## src/rtl/maj_vote_pkg.sv

```systemverilog
// Shared types and elaboration helpers for the N-channel majority voter.
package maj_vote_pkg;

  localparam int MAX_CH  = 7;
  localparam int MAX_ERR = 15;

  typedef logic [MAX_CH-1:0]            ch_mask_t;
  typedef logic [$clog2(MAX_CH+1)-1:0]  ch_cnt_t;

  function automatic bit is_valid_cfg(input int n_ch, input int err_max);
    return (n_ch >= 3) && (n_ch <= MAX_CH) && ((n_ch % 2) == 1) &&
           (err_max >= 1) && (err_max <= MAX_ERR);
  endfunction

  function automatic ch_cnt_t popcount(input ch_mask_t v);
    ch_cnt_t c;
    c = '0;
    for (int i = 0; i < MAX_CH; i++) c += ch_cnt_t'(v[i]);
    return c;
  endfunction

  // Width of a counter that must hold every value 0..max_val.
  function automatic int cnt_width(input int max_val);
    return $clog2(max_val + 1);
  endfunction

endpackage

```

## src/rtl/maj_bit_vote.sv

```systemverilog
// Single-bit majority across the enabled channels; flags an exact tie.
module maj_bit_vote
  import maj_vote_pkg::*;
#(
  parameter int N_CH = 3
) (
  input  logic [N_CH-1:0] bits_i,
  input  logic [N_CH-1:0] en_i,
  output logic            bit_o,
  output logic            tie_o
);

  localparam int CW = $clog2(N_CH + 1);

  logic [CW-1:0] ones;
  logic [CW-1:0] n_en;

  assign ones = CW'(popcount(ch_mask_t'(bits_i & en_i)));
  assign n_en = CW'(popcount(ch_mask_t'(en_i)));

  // 2*ones is formed by a left shift into CW+1 bits, so it never overflows.
  assign bit_o = {ones, 1'b0} >  {1'b0, n_en};
  assign tie_o = {ones, 1'b0} == {1'b0, n_en};

endmodule

```

## src/rtl/maj_vote_n.sv

```systemverilog
// Registered N-channel bitwise majority voter with per-channel fault exclusion.
module maj_vote_n
  import maj_vote_pkg::*;
#(
  parameter int N_CH    = 3,
  parameter int WIDTH   = 8,
  parameter int ERR_MAX = 4
) (
  input  logic                  clk,
  input  logic                  rst_n,
  input  logic                  valid_i,
  input  logic [N_CH*WIDTH-1:0] data_i,
  input  logic                  clr_i,
  output logic                  valid_o,
  output logic [WIDTH-1:0]      data_o,
  output logic [N_CH-1:0]       disagree_o,
  output logic [N_CH-1:0]       fault_o,
  output logic                  no_majority_o
);

  localparam int CNT_W = cnt_width(ERR_MAX);

  if (!is_valid_cfg(N_CH, ERR_MAX)) begin : g_bad_cfg
    $error("maj_vote_n: N_CH must be odd in 3..7 and ERR_MAX in 1..15");
  end

  logic [N_CH-1:0]  en;
  logic [N_CH-1:0]  disagree_d, disagree_q;
  logic [N_CH-1:0]  fault_d, fault_q;
  logic [WIDTH-1:0] voted, tie;
  logic [WIDTH-1:0] data_q;
  logic             valid_q, no_maj_q;
  logic [CNT_W-1:0] cnt_d [N_CH];
  logic [CNT_W-1:0] cnt_q [N_CH];

  assign en = ~fault_q;

  for (genvar b = 0; b < WIDTH; b++) begin : g_bit
    logic [N_CH-1:0] col;
    for (genvar k = 0; k < N_CH; k++) begin : g_col
      assign col[k] = data_i[k*WIDTH + b];
    end
    maj_bit_vote #(.N_CH(N_CH)) u_vote (
      .bits_i (col),
      .en_i   (en),
      .bit_o  (voted[b]),
      .tie_o  (tie[b])
    );
  end

  always_comb begin
    for (int k = 0; k < N_CH; k++) begin
      disagree_d[k] = en[k] && (data_i[k*WIDTH +: WIDTH] != voted);
    end
  end

  always_comb begin
    // NOTE: defaults first so every path assigns; a missing path would infer a latch.
    cnt_d   = cnt_q;
    fault_d = fault_q;
    if (clr_i) begin
      for (int k = 0; k < N_CH; k++) cnt_d[k] = '0;
      fault_d = '0;
    end else if (valid_i) begin
      for (int k = 0; k < N_CH; k++) begin
        if (!fault_q[k]) begin
          // A live counter is always below ERR_MAX, so the increment saturates by faulting.
          if (disagree_d[k]) begin
            cnt_d[k] = cnt_q[k] + 1'b1;
            if (cnt_d[k] == CNT_W'(ERR_MAX)) fault_d[k] = 1'b1;
          end else begin
            cnt_d[k] = '0;
          end
        end
      end
    end
  end

  // NOTE: non-blocking assignments so every register samples pre-edge values.
  always_ff @(posedge clk) begin
    if (!rst_n) begin
      valid_q    <= 1'b0;
      data_q     <= '0;
      disagree_q <= '0;
      no_maj_q   <= 1'b0;
      fault_q    <= '0;
      // NOTE: the counters are control state, not bulk storage, so they must be reset.
      for (int k = 0; k < N_CH; k++) cnt_q[k] <= '0;
    end else begin
      valid_q <= valid_i;
      if (valid_i) begin
        data_q     <= voted;
        disagree_q <= disagree_d;
        no_maj_q   <= |tie;
      end
      fault_q <= fault_d;
      cnt_q   <= cnt_d;
    end
  end

  assign valid_o       = valid_q;
  assign data_o        = data_q;
  assign disagree_o    = disagree_q;
  assign fault_o       = fault_q;
  assign no_majority_o = no_maj_q;

endmodule

```

## config.mk

```make
export PLATFORM = sky130hd
export DESIGN_NAME = maj_vote_n
export DESIGN_NICKNAME = d
export VERILOG_FILES = /design/src/rtl/maj_vote_pkg.sv /design/src/rtl/maj_bit_vote.sv /design/src/rtl/maj_vote_n.sv
export SDC_FILE = /design/constraint.sdc
export NUM_CORES = 1
export LEC_CHECK = 0
export BUFFER_PORTS_ARGS = -buffer_cell sky130_fd_sc_hd__buf_4
export CAP_MARGIN = 20
export CORE_MARGIN = 1
export CORE_UTILIZATION = 45
export CTS_BUF_LIST = sky130_fd_sc_hd__clkbuf_2
export DETAILED_ROUTE_END_ITERATION = 8
export HOLD_SLACK_MARGIN = 0.08
export PLACE_DENSITY = 0.67
export SLEW_MARGIN = 5
export SYNTH_ARGS = -nofsm -noshare
export SYNTH_HDL_FRONTEND = slang
export SYNTH_SLANG_ARGS = --single-unit
```

## constraint.sdc

```tcl
create_clock -name clk -period 5.5 [get_ports clk]
set_clock_uncertainty 0.1 [all_clocks]
set_input_delay 1.1 -clock clk [delete_from_list [all_inputs] [get_ports clk]]
set_output_delay 1.1 -clock clk [all_outputs]
set_load 0.005 [all_outputs]
```

==> results of run 1 <==
==> kinds of logic after synthesis <==
family | share of synthesized area [%]
compound gates | 27.3
fa+ha+maj | 15.8
flops | 22.3
buf+inv | 5.34
simple gates | 29.3
==> synth_stat cells <==
cell      number  area, µm²
nor2b_1       26        163
and3b_1        1       8.76
fa_1           9        180
a31oi_1        1       6.26
nor2_1        24       90.1
a22oi_1        1       7.51
o21ai_0       29        145
nand2b_4       1       13.8
inv_1         16       60.1
ha_1          14        175
nand2b_1      12       75.1
dfxtp_1       25        500
nand2_1       19       71.3
a21boi_0       1       7.51
clkbuf_1      10       37.5
buf_1          3       11.3
nand3_1        6       30.0
o21ai_1        6       30.0
a211oi_1      20        150
o31ai_1        6       45.0
a21oi_1       17       85.1
o221ai_1       1       8.76
o22ai_1       17        106
and2_1         1       6.26
nor3b_2        8        100
nor3b_1        2       15.0
nor4_4         3       63.8
buf_6          1       11.3
a211oi_2       1       12.5
o311ai_0       1       8.76
nand3b_1       3       22.5
==> sequential cells by signal, indices dropped and copies added (netlist names) <==
signal,count
cnt_q,9
data_o,8
disagree_o,3
no_majority_o,1
fault_o,3
valid_o,1
==> final cells by class <==
class                           count  area share [%]
Tap cell                           67            3.21
Multi-Input combinational cell    230            62.2
Sequential cell                    25            19.1
Inverter                           16            2.30
Clock buffer                        4           0.766
Timing Repair Buffer               43            12.3
==> routing by layer <==
metal  wire, µm  share of wire (%)
met2       2430                 44
met4         27               0.49
met3        303                5.5
met1       2710                 50
met5          0                  0
==> path summary, 6_finish.rpt <==
kind | startpoint | to | slack (ps) | cells past startpoint
hold / removal | cnt_q[1] | cnt_q[1] | 370 | 2
setup reg to reg | fault_o[0] | fault_o[2] | 2260 | 7
setup / recovery | fault_o[0] | fault_o[2] | 2260 | 7
hold reg to reg | cnt_q[1] | cnt_q[1] | 370 | 2
==> worst min-delay path: stages (launching register included) <==
cell and delay, ps:
dfxtp_1 360, nand2_1 50, o21ai_1 50
==> power groups by stage <==
stage / clock network (mW) / registers [mW] / logic, mW
6_report: 0.0721 / 0.194 / 0.132
4_1_cts: 0.0749 / 0.194 / 0.133
3_3_place_gp: 0 / 0.197 / 0.131
3_5_place_dp: 0 / 0.197 / 0.132
5_1_grt: 0.0808 / 0.195 / 0.150
2_1_floorplan: 0 / 0.197 / 0.0852
==> through the flow <==
step / total power [mW] / utilization, % / setup WS (ps) / cells
finish: 0.398 / 55.0 / 2260 / 385
global route: 0.426 / 55.0 / 2040 / 385
CTS: 0.401 / 55.0 / 2230 / 385
detailed placement: 0.329 / 54.6 / 1920 / 381
global placement: 0.328 / 54.6 / 1950 / 381
floorplan: 0.283 / - / 2290 / 285
==> summary.md, run 1 <==
| Metric | Value |
|---|---|
| Fmax | `just over 300 MHz` |
| Post-DR wirelength/cell | `between 10 and 15 µm` |
| Crit share post-route | `59.0%` |
| CTS H-tree lvls | `1` |
| Clock Latency Late Sink | `340 ps` |
| Vias | `2141` |
| Multi-input gate area | `1630 µm²` |
| Crit-path max cell delay | `1010 ps` |
| Total Neg Setup Slack | `0 ps` |
| DRT antenna net count | `0` |
| Most frequent cells in the layout | `buf_4 (43), o21ai_0 (29), nor2b_1 (26)` |
| Worst-path clk slew | `around 220 ps` |
| CP Class | `flip-flop to flip-flop` |
| Maxcap violations | `0` |
| Initial antenna violation count | `0` |
| Most common cell after layout, fill and taps aside | `buf_4` |
| Die Area | `5280 µm²` |
| PortBufs | `43` |
| Critical path fanouts, max | `17` |
| Nets | `370` |
| Met2 Use GR | `a little over a third` |
| HPWL Detailed | `4.21 mm` |
| 1st-pass router iterations | `4` |
| Ant. Diodes | `0` |
| CTS Hold Buffers Added | `0` |
| First-pass GRT wire length | `9.15 mm` |
| Net Sw Power | `0.127 mW` |
| Chain of cells forming the critical path | `inv_1 -> fa_1 -> and3b_1 -> nor3b_2 -> o22ai_1 -> nor4_4 -> o22ai_1` |
| CP endpoint kind | `flip-flop` |
| Most frequent CP cell | `o22ai_1` |
| Design Area, Final | `2620 µm²` |
| Number of DRC markers in iteration 0 | `90` |
| Yosys reg bits | `25` |
| Critical-path top delay cell | `fa_1` |
| DRT Wirelength | `5.47 mm` |
| Clock sinks | `25` |
| Final routed DRC violation total | `0` |
| Total grt overflow | `0` |
| Sw Share | `31.9%` |
| Register area share after synthesis | `22.3%` |
| Overall Global Routing Usage | `22.1%` |
| Comb pwr share | `33.2%` |
| Worst Max-Slew Pin Slew | `678 ps` |
| Fin. max-slew vios | `0` |
| Mapped Area | `2250 µm²` |
| Mapped Cells | `285` |
| Ratio of cells with drive above 1 in the final layout | `18.9%` |
| CP delay by family, top | `adder cells` |
| CTS tree | `yes` |
| CP required | `5650 ps` |
| Met1 usage | `31.8%` |
| Starting Density | `47.3%` |
| Setup violators final | `0` |
| Outcome | `finished, final reports clean` |
| Post-CTS setup buffers | `0` |
| Row count | `25` |
| GRT Max-Usage Layer | `met2` |
| Worst hold path class | `flip-flop to flip-flop` |
| IO Pins | `44` |
| Power share of the clock group | `18.1%` |
| Via density | `approximately 5.6` |
| Layout Area Growth over Synthesis | `16.3%` |
| RSZ-0062 raised after global routing | `no` |
| Internal power | `0.271 mW` |
| Yosys warnings | `0` |
| Number of global-route vias before repair | `1975` |
| Post-synth net total | `336` |
| Setup crit start kind | `flip-flop` |
| LEAKAGE | `around 1.1 nW` |
| TritonCTS buffer count | `3` |
| Hold Worst Slack | `368 ps` |
| Routability cong. | `0.864` |
| Horiz. Die Dim | `about 73 µm` |
| Core Footprint | `4750 µm²` |
| Mean Syn Cell Area | `a little under 8 µm²` |
| CP arrival | `3390 ps` |
| Sequential Power Share | `48.7%` |
| Slew HR | `54.7%` |
| VDD IR max | `roughly 0.11 mV` |
| Fill count | `491` |
| Largest net degree at the start of global routing | `29` |
| Crit path buffers/inverters | `1` |
| Register area | `500 µm²` |
| PD cells | `152 nW/µm²` |
| Minimum clock period | `3240 ps` |
| CTS Root Cell | `clkbuf_2` |
| Post-synthesis cell type count | `31` |
| CTS resizes | `0` |
| Area of placed instances | `2590 µm²` |
| Overall die height | `72.7 µm` |
| Met3 Resource Use GR | `4.70%` |
| Final hold violations | `0` |
| Clock buffer depth | `2` |
Power figures use the tool's default switching activity.
==> run 2: changes to the inputs <==
clock period = 3 ns   (was 5.5 ns; I/O delays follow)
==> run 2 against run 1 <==
Effect of this change:
- die area is the same
- first-iteration DRC count grew 20%
- via count up 2.8%
==> summary.md, run 2 (same netlist as run 1, synthesis figures left out) <==
| Metric | Value |
|---|---|
| Core Footprint | `4750 µm² (unchanged)` |
| Final routed DRC violation total | `0 (unchanged)` |
| Total Power | `0.746 mW (was 0.398 mW)` |
| Nets | `398 (was 370)` |
| Overall die height | `72.7 µm (unchanged)` |
| DRT Wirelength | `5.72 mm (was 5.47 mm)` |
| Most frequent cells in the layout | `buf_4 (70), o21ai_0 (29), nor2b_1 (26) (was buf_4 (43), o21ai_0 (29), nor2b_1 (26))` |
| Sw Share | `31.8% (was 31.9%)` |
| LEAKAGE | `1.23 nW (was 1.08 nW)` |
| Total grt overflow | `0 (unchanged)` |
| GRT Max-Usage Layer | `met2 (unchanged)` |
| Number of global-route vias before repair | `1957 (was 1975)` |
| Ratio of cells with drive above 1 in the final layout | `26.3% (was 18.9%)` |
| PortBufs | `43 (unchanged)` |
| Total Neg Setup Slack | `0 ps (unchanged)` |
| Met3 Resource Use GR | `3.04% (was 4.70%)` |
| Power share of the clock group | `17.8% (was 18.1%)` |
| CP Class | `flip-flop to flip-flop (unchanged)` |
| CTS H-tree lvls | `1 (unchanged)` |
| First-pass GRT wire length | `9.24 mm (was 9.15 mm)` |
| HPWL Detailed | `4.55 mm (was 4.21 mm)` |
| Post-DR wirelength/cell | `13.9 µm (was 14.2 µm)` |
| CP required | `3150 ps (was 5650 ps)` |
| CTS Root Cell | `clkbuf_2 (unchanged)` |
| Final WS setup | `167 ps (was 2260 ps)` |
| Most common cell after layout, fill and taps aside | `buf_4 (unchanged)` |
| Number of DRC markers in iteration 0 | `108 (was 90)` |
| CP endpoint kind | `flip-flop (unchanged)` |
| Starting Density | `47.3% (unchanged)` |
| TritonCTS buffer count | `3 (unchanged)` |
| Minimum clock period | `2830 ps (was 3240 ps)` |
| Internal power | `0.509 mW (was 0.271 mW)` |
| FF-to-FF Start | `fault_o[1] (was fault_o[0])` |
| DRT antenna net count | `0 (unchanged)` |
| CP startpoint | `fault_o[1] (was fault_o[0])` |
| Net Sw Power | `0.237 mW (was 0.127 mW)` |
| CP arrival | `2980 ps (was 3390 ps)` |
| CTS Hold Buffers Added | `0 (unchanged)` |
| Routability cong. | `0.890 (was 0.864)` |
| Fmax | `353 MHz (was 308 MHz)` |
| Ant. Diodes | `0 (unchanged)` |
| Hold Path Origin | `cnt_q[7] (was cnt_q[1])` |
| Sequential Power Share | `47.6% (was 48.7%)` |
| Largest Register | `cnt_q (unchanged)` |
| Overall Global Routing Usage | `22.2% (was 22.1%)` |
| Final hold violations | `0 (unchanged)` |
| Slew HR | `59.0% (was 54.7%)` |
| Design Area, Final | `2850 µm² (was 2620 µm²)` |
| Clock buffer depth | `2 (unchanged)` |
| Maxcap violations | `0 (unchanged)` |
| Largest net degree at the start of global routing | `29 (unchanged)` |
| Met1 usage | `32.2% (was 31.8%)` |
| Max FFs per register | `9 (unchanged)` |
| Horiz. Die Dim | `72.7 µm (unchanged)` |
| IO Pins | `44 (unchanged)` |
| Via density | `5.33 (was 5.56)` |
| Crit share post-route | `94.4% (was 59.0%)` |
| Row count | `25 (unchanged)` |
| Layout Area Growth over Synthesis | `26.7% (was 16.3%)` |
| Critical path fanouts, max | `6 (was 17)` |
| Clock Latency Late Sink | `340 ps (about the same)` |
| Vias | `2201 (was 2141)` |
| Area of placed instances | `2820 µm² (was 2590 µm²)` |
| Worst hold path class | `flip-flop to flip-flop (unchanged)` |
| Post-CTS setup buffers | `0 (unchanged)` |
| 1st-pass router iterations | `6 (was 4)` |
| Worst Max-Slew Pin Slew | `613 ps (was 678 ps)` |
| Worst-path clk slew | `220 ps (about the same)` |
| Outcome | `finished, final reports clean (unchanged)` |
| DP Worst Slack | `-45.0 ps (was 1920 ps)` |
| Comb pwr share | `34.7% (was 33.2%)` |
| CTS tree | `yes (unchanged)` |
| Initial antenna violation count | `0 (unchanged)` |
| Met2 Use GR | `35.9% (was 34.8%)` |
| Hold Worst Slack | `367 ps (was 368 ps)` |
| Setup crit start kind | `flip-flop (unchanged)` |
| PD cells | `262 nW/µm² (was 152 nW/µm²)` |
| Die Area | `5280 µm² (unchanged)` |
| Fin. max-slew vios | `0 (unchanged)` |
| Setup violators final | `0 (unchanged)` |
| VDD IR max | `0.247 mV (was 0.113 mV)` |
| Clock sinks | `25 (unchanged)` |
-- run 2: repair_timing --
action,4_1_cts,5_1_grt
gates resized for setup,0,3
endpoints found under the hold margin,0,0
endpoints found under the setup margin,0,13
-- run 2: worst max-delay path, stage by stage, from the launching register on --
cell and delay [ps]:
dfxtp_1 380, buf_4 180, nor2b_1 160, fa_1 440
ha_1 330, nand2b_1 130, a211oi_2 300, o22ai_1 170
nor4_4 430, o22ai_1 130
-- run 2: cell type report --
class	count	area (µm²)
flip-flops and latches	25	502
well taps	67	83.8
fillers	448	1910
repair buffers	71	546
multi-input cells	230	1640
clock buffers	4	20.0
inverters	16	60.1
-- run 2: stage by stage --
stage	util, %	instances
floorplan	-	285
detailed placement	59.3	409
CTS	59.7	413
finish	59.9	413
global route	59.9	413
global placement	59.3	409
-- run 2: power by group through the flow --
stage	logic (mW)	clock network [mW]	registers [mW]
2_1_floorplan	0.156	0	0.362
3_5_place_dp	0.257	0	0.361
3_3_place_gp	0.253	0	0.362
4_1_cts	0.258	0.135	0.355
5_1_grt	0.291	0.148	0.357
6_report	0.259	0.133	0.355
-- run 2: path summary, 6_finish.rpt --
kind	to	slack, ps	cells past startpoint
worst min-delay path	cnt_q[7]	370	2
worst max register to register	fault_o[2]	170	9
worst max-delay path	fault_o[2]	170	9
worst min register to register	cnt_q[7]	370	2
-- run 2: metal layers --
metal  part of all wire, %  vias up
met5                     0        -
met4                   1.1        0
met3                   3.8        4
met2                    46       49
met1                    49      995
li1                      -     1153
==> run 3: changes to the inputs <==
CORE_MARGIN = 4   (was 1)
==> run 3 against run 2 <==
Effect of this change:
- critical path type unchanged
- global-route usage decreased by 2.2 points
- sequential share of layout area increased by 0.28 points
- utilization decreased by 1.3 points
- flip-flop and latch count unchanged
- die area increased by 17%
==> summary.md, run 3 (same netlist as run 1, synthesis figures left out) <==
| Metric | Value |
|---|---|
| Fmax | `358 MHz (was 353 MHz)` |
| Final routed DRC violation total | `0 (unchanged)` |
| Overall Global Routing Usage | `20.0% (was 22.2%)` |
| Worst Max-Slew Pin Slew | `662 ps (was 613 ps)` |
| CP startpoint | `fault_o[1] (unchanged)` |
| Critical Path Stages | `9 (unchanged)` |
| Worst-path clk slew | `250 ps (was 220 ps)` |
| Critical path fanouts, max | `5 (was 6)` |
| R2R Setup Slk | `210 ps (was 170 ps)` |
| Worst hold path class | `flip-flop to flip-flop (unchanged)` |
| CP arrival | `2950 ps (was 2980 ps)` |
| Fin. max-slew vios | `0 (unchanged)` |
| Starting Density | `47.0% (was 47.3%)` |
| VDD IR max | `0.277 mV (was 0.247 mV)` |
| Horiz. Die Dim | `78.7 µm (was 72.7 µm)` |
| Chain of cells forming the critical path | `buf_4 -> nor2b_1 -> fa_1 -> ha_1 -> nand2b_1 -> a211oi_1 -> o22ai_1 -> nor4_4 -> o22ai_1 (was buf_4 -> nor2b_1 -> fa_1 -> ha_1 -> nand2b_1 -> a211oi_2 -> o22ai_1 -> nor4_4 -> o22ai_1)` |
| Largest net degree at the start of global routing | `29 (unchanged)` |
| Crit share post-route | `93.1% (was 94.4%)` |
| Routability cong. | `0.861 (was 0.890)` |
| Largest Register | `cnt_q (unchanged)` |
| Total grt overflow | `0 (unchanged)` |
| Number of global-route vias before repair | `2137 (was 1957)` |
| PD cells | `267 nW/µm² (was 262 nW/µm²)` |
| Outcome | `finished, final reports clean (unchanged)` |
| Maxcap violations | `0 (unchanged)` |
| Crit path buffers/inverters | `1 (unchanged)` |
| Ratio of cells with drive above 1 in the final layout | `25.1% (was 26.3%)` |
| CP delay by family, top | `adder cells (unchanged)` |
| Clock Latency Late Sink | `360 ps (was 340 ps)` |
| Most frequent cells in the layout | `buf_4 (62), o21ai_0 (29), nor2b_1 (25) (was buf_4 (70), o21ai_0 (29), nor2b_1 (26))` |
| First-pass GRT wire length | `10.1 mm (was 9.24 mm)` |
| CTS Hold Buffers Added | `0 (unchanged)` |
| Setup violators final | `0 (unchanged)` |
| Overall die height | `78.7 µm (was 72.7 µm)` |
| IO Pins | `44 (unchanged)` |
| Vias | `2218 (was 2201)` |
| 1st-pass router iterations | `5 (was 6)` |
| Minimum clock period | `2790 ps (was 2830 ps)` |
| Most frequent CP cell | `o22ai_1 (unchanged)` |
| R2R Path End | `fault_o[0] (was fault_o[2])` |
| CTS tree | `yes (unchanged)` |
| Core Footprint | `4790 µm² (was 4750 µm²)` |
| Post-DR wirelength/cell | `14.4 µm (was 13.9 µm)` |
| Row count | `25 (unchanged)` |
| Reg2Reg Depth | `9 (unchanged)` |
| CP endpoint kind | `flip-flop (unchanged)` |
| Number of DRC markers in iteration 0 | `161 (was 108)` |
| Via density | `5.48 (was 5.33)` |
| Nets | `390 (was 398)` |
| CP required | `3150 ps (about the same)` |
| DRT Wirelength | `5.85 mm (was 5.72 mm)` |
| Clock sinks | `25 (unchanged)` |
| Initial antenna violation count | `0 (unchanged)` |
| Die Area | `6190 µm² (was 5280 µm²)` |
| Setup crit start kind | `flip-flop (unchanged)` |
| Ant. Diodes | `0 (unchanged)` |
| HPWL Detailed | `4.68 mm (was 4.55 mm)` |
| CP Class | `flip-flop to flip-flop (unchanged)` |
| Critical-path top delay cell | `fa_1 (unchanged)` |
| TritonCTS buffer count | `3 (unchanged)` |
| DP Worst Slack | `-27.0 ps (was -45.0 ps)` |
| FF-to-FF Start | `fault_o[1] (unchanged)` |
| Slew HR | `55.8% (was 59.0%)` |
| Clock buffer depth | `2 (unchanged)` |
| Max FFs per register | `9 (unchanged)` |
| LEAKAGE | `1.20 nW (was 1.23 nW)` |
| Most common cell after layout, fill and taps aside | `buf_4 (unchanged)` |
| DRT antenna net count | `0 (unchanged)` |
| Layout Area Growth over Synthesis | `24.7% (was 26.7%)` |
| RSZ-0062 raised after global routing | `no` |
| CTS H-tree lvls | `1 (unchanged)` |
| Crit-path max cell delay | `440 ps (about the same)` |
| Final WS setup | `208 ps (was 167 ps)` |
| Worst setup path endpoint | `fault_o[0] (was fault_o[2])` |
| CTS Root Cell | `clkbuf_2 (unchanged)` |
| PortBufs | `43 (unchanged)` |
| Total Power | `0.748 mW (was 0.746 mW)` |
| Final hold violations | `0 (unchanged)` |
[run 3: changes by cell type in the layout (fill, tap and decap cells not counted), sizes merged]
cell / previous run / this run
clkbuf: 4 / 3
buf: 71 / 63
clkinv: 0 / 1
[run 3: worst min-delay path by stage]
stage,start,endpoint,slack [ps],depth (start not counted)
after CTS,cnt_q[4],cnt_q[4],370,2
after detailed placement,cnt_q[5],cnt_q[5],350,2
after global routing,cnt_q[4],cnt_q[4],400,2
after floorplan,cnt_q[2],cnt_q[2],330,2
after global placement,cnt_q[5],cnt_q[5],340,2
final,cnt_q[4],cnt_q[4],370,2
[run 3: what timing repair did]
| action | 4_1_cts | 5_1_grt |
|---|---|---|
| setup endpoints to repair | 0 | 2 |
| resized for setup | 0 | 6 |
| setup buffers | 0 | 0 |
| hold endpoints to repair | 0 | 0 |
[run 3: worst reg2reg max path, cell delays in order, from the launching register on]
cell	delay (ps)
dfxtp_2	390
buf_4	150
nor2b_1	160
fa_1	440
ha_1	320
nand2b_1	120
a211oi_1	280
o22ai_1	170
nor4_4	410
o22ai_1	140
[run 3: per-stage QoR]
stage / hold WS, ps / utilization (%) / instances / instance area (µm²) / setup TNS (ps)
after floorplan: 325 / - / 285 / 2250 / 0
after CTS: 375 / 58.0 / 405 / 2780 / 0
after detailed placement: 347 / 57.6 / 401 / 2760 / -27.8
after global placement: 339 / 57.6 / 401 / 2760 / 0
final: 371 / 58.6 / 405 / 2800 / 0
after global routing: 400 / 58.6 / 405 / 2800 / 0
[run 3: metal layers]
metal / routed length, µm / global-route usage (%)
met3: 315 / 4.36
met5: 0 / 0
met1: 2840 / 28.2
met2: 2630 / 31.7
met4: 72 / 3.32
[run 3: layout make-up]
cell class	instances	area (µm²)
inverters	16	60.1
fillers	476	1980
multi-input cells	230	1650
clock buffers	3	15.0
repair buffers	63	485
well taps	67	83.8
flip-flops and latches	25	502
clock inverters	1	5.00
[run 3: report_power, final]
part	leakage [nW]	switching (mW)	total [mW]	internal, mW
sequential	0.206	0.00749	0.355	0.348
combinational	0.978	0.135	0.257	0.122
clock	0.0164	0.105	0.135	0.0302
total	1.20	0.247	0.748	0.500
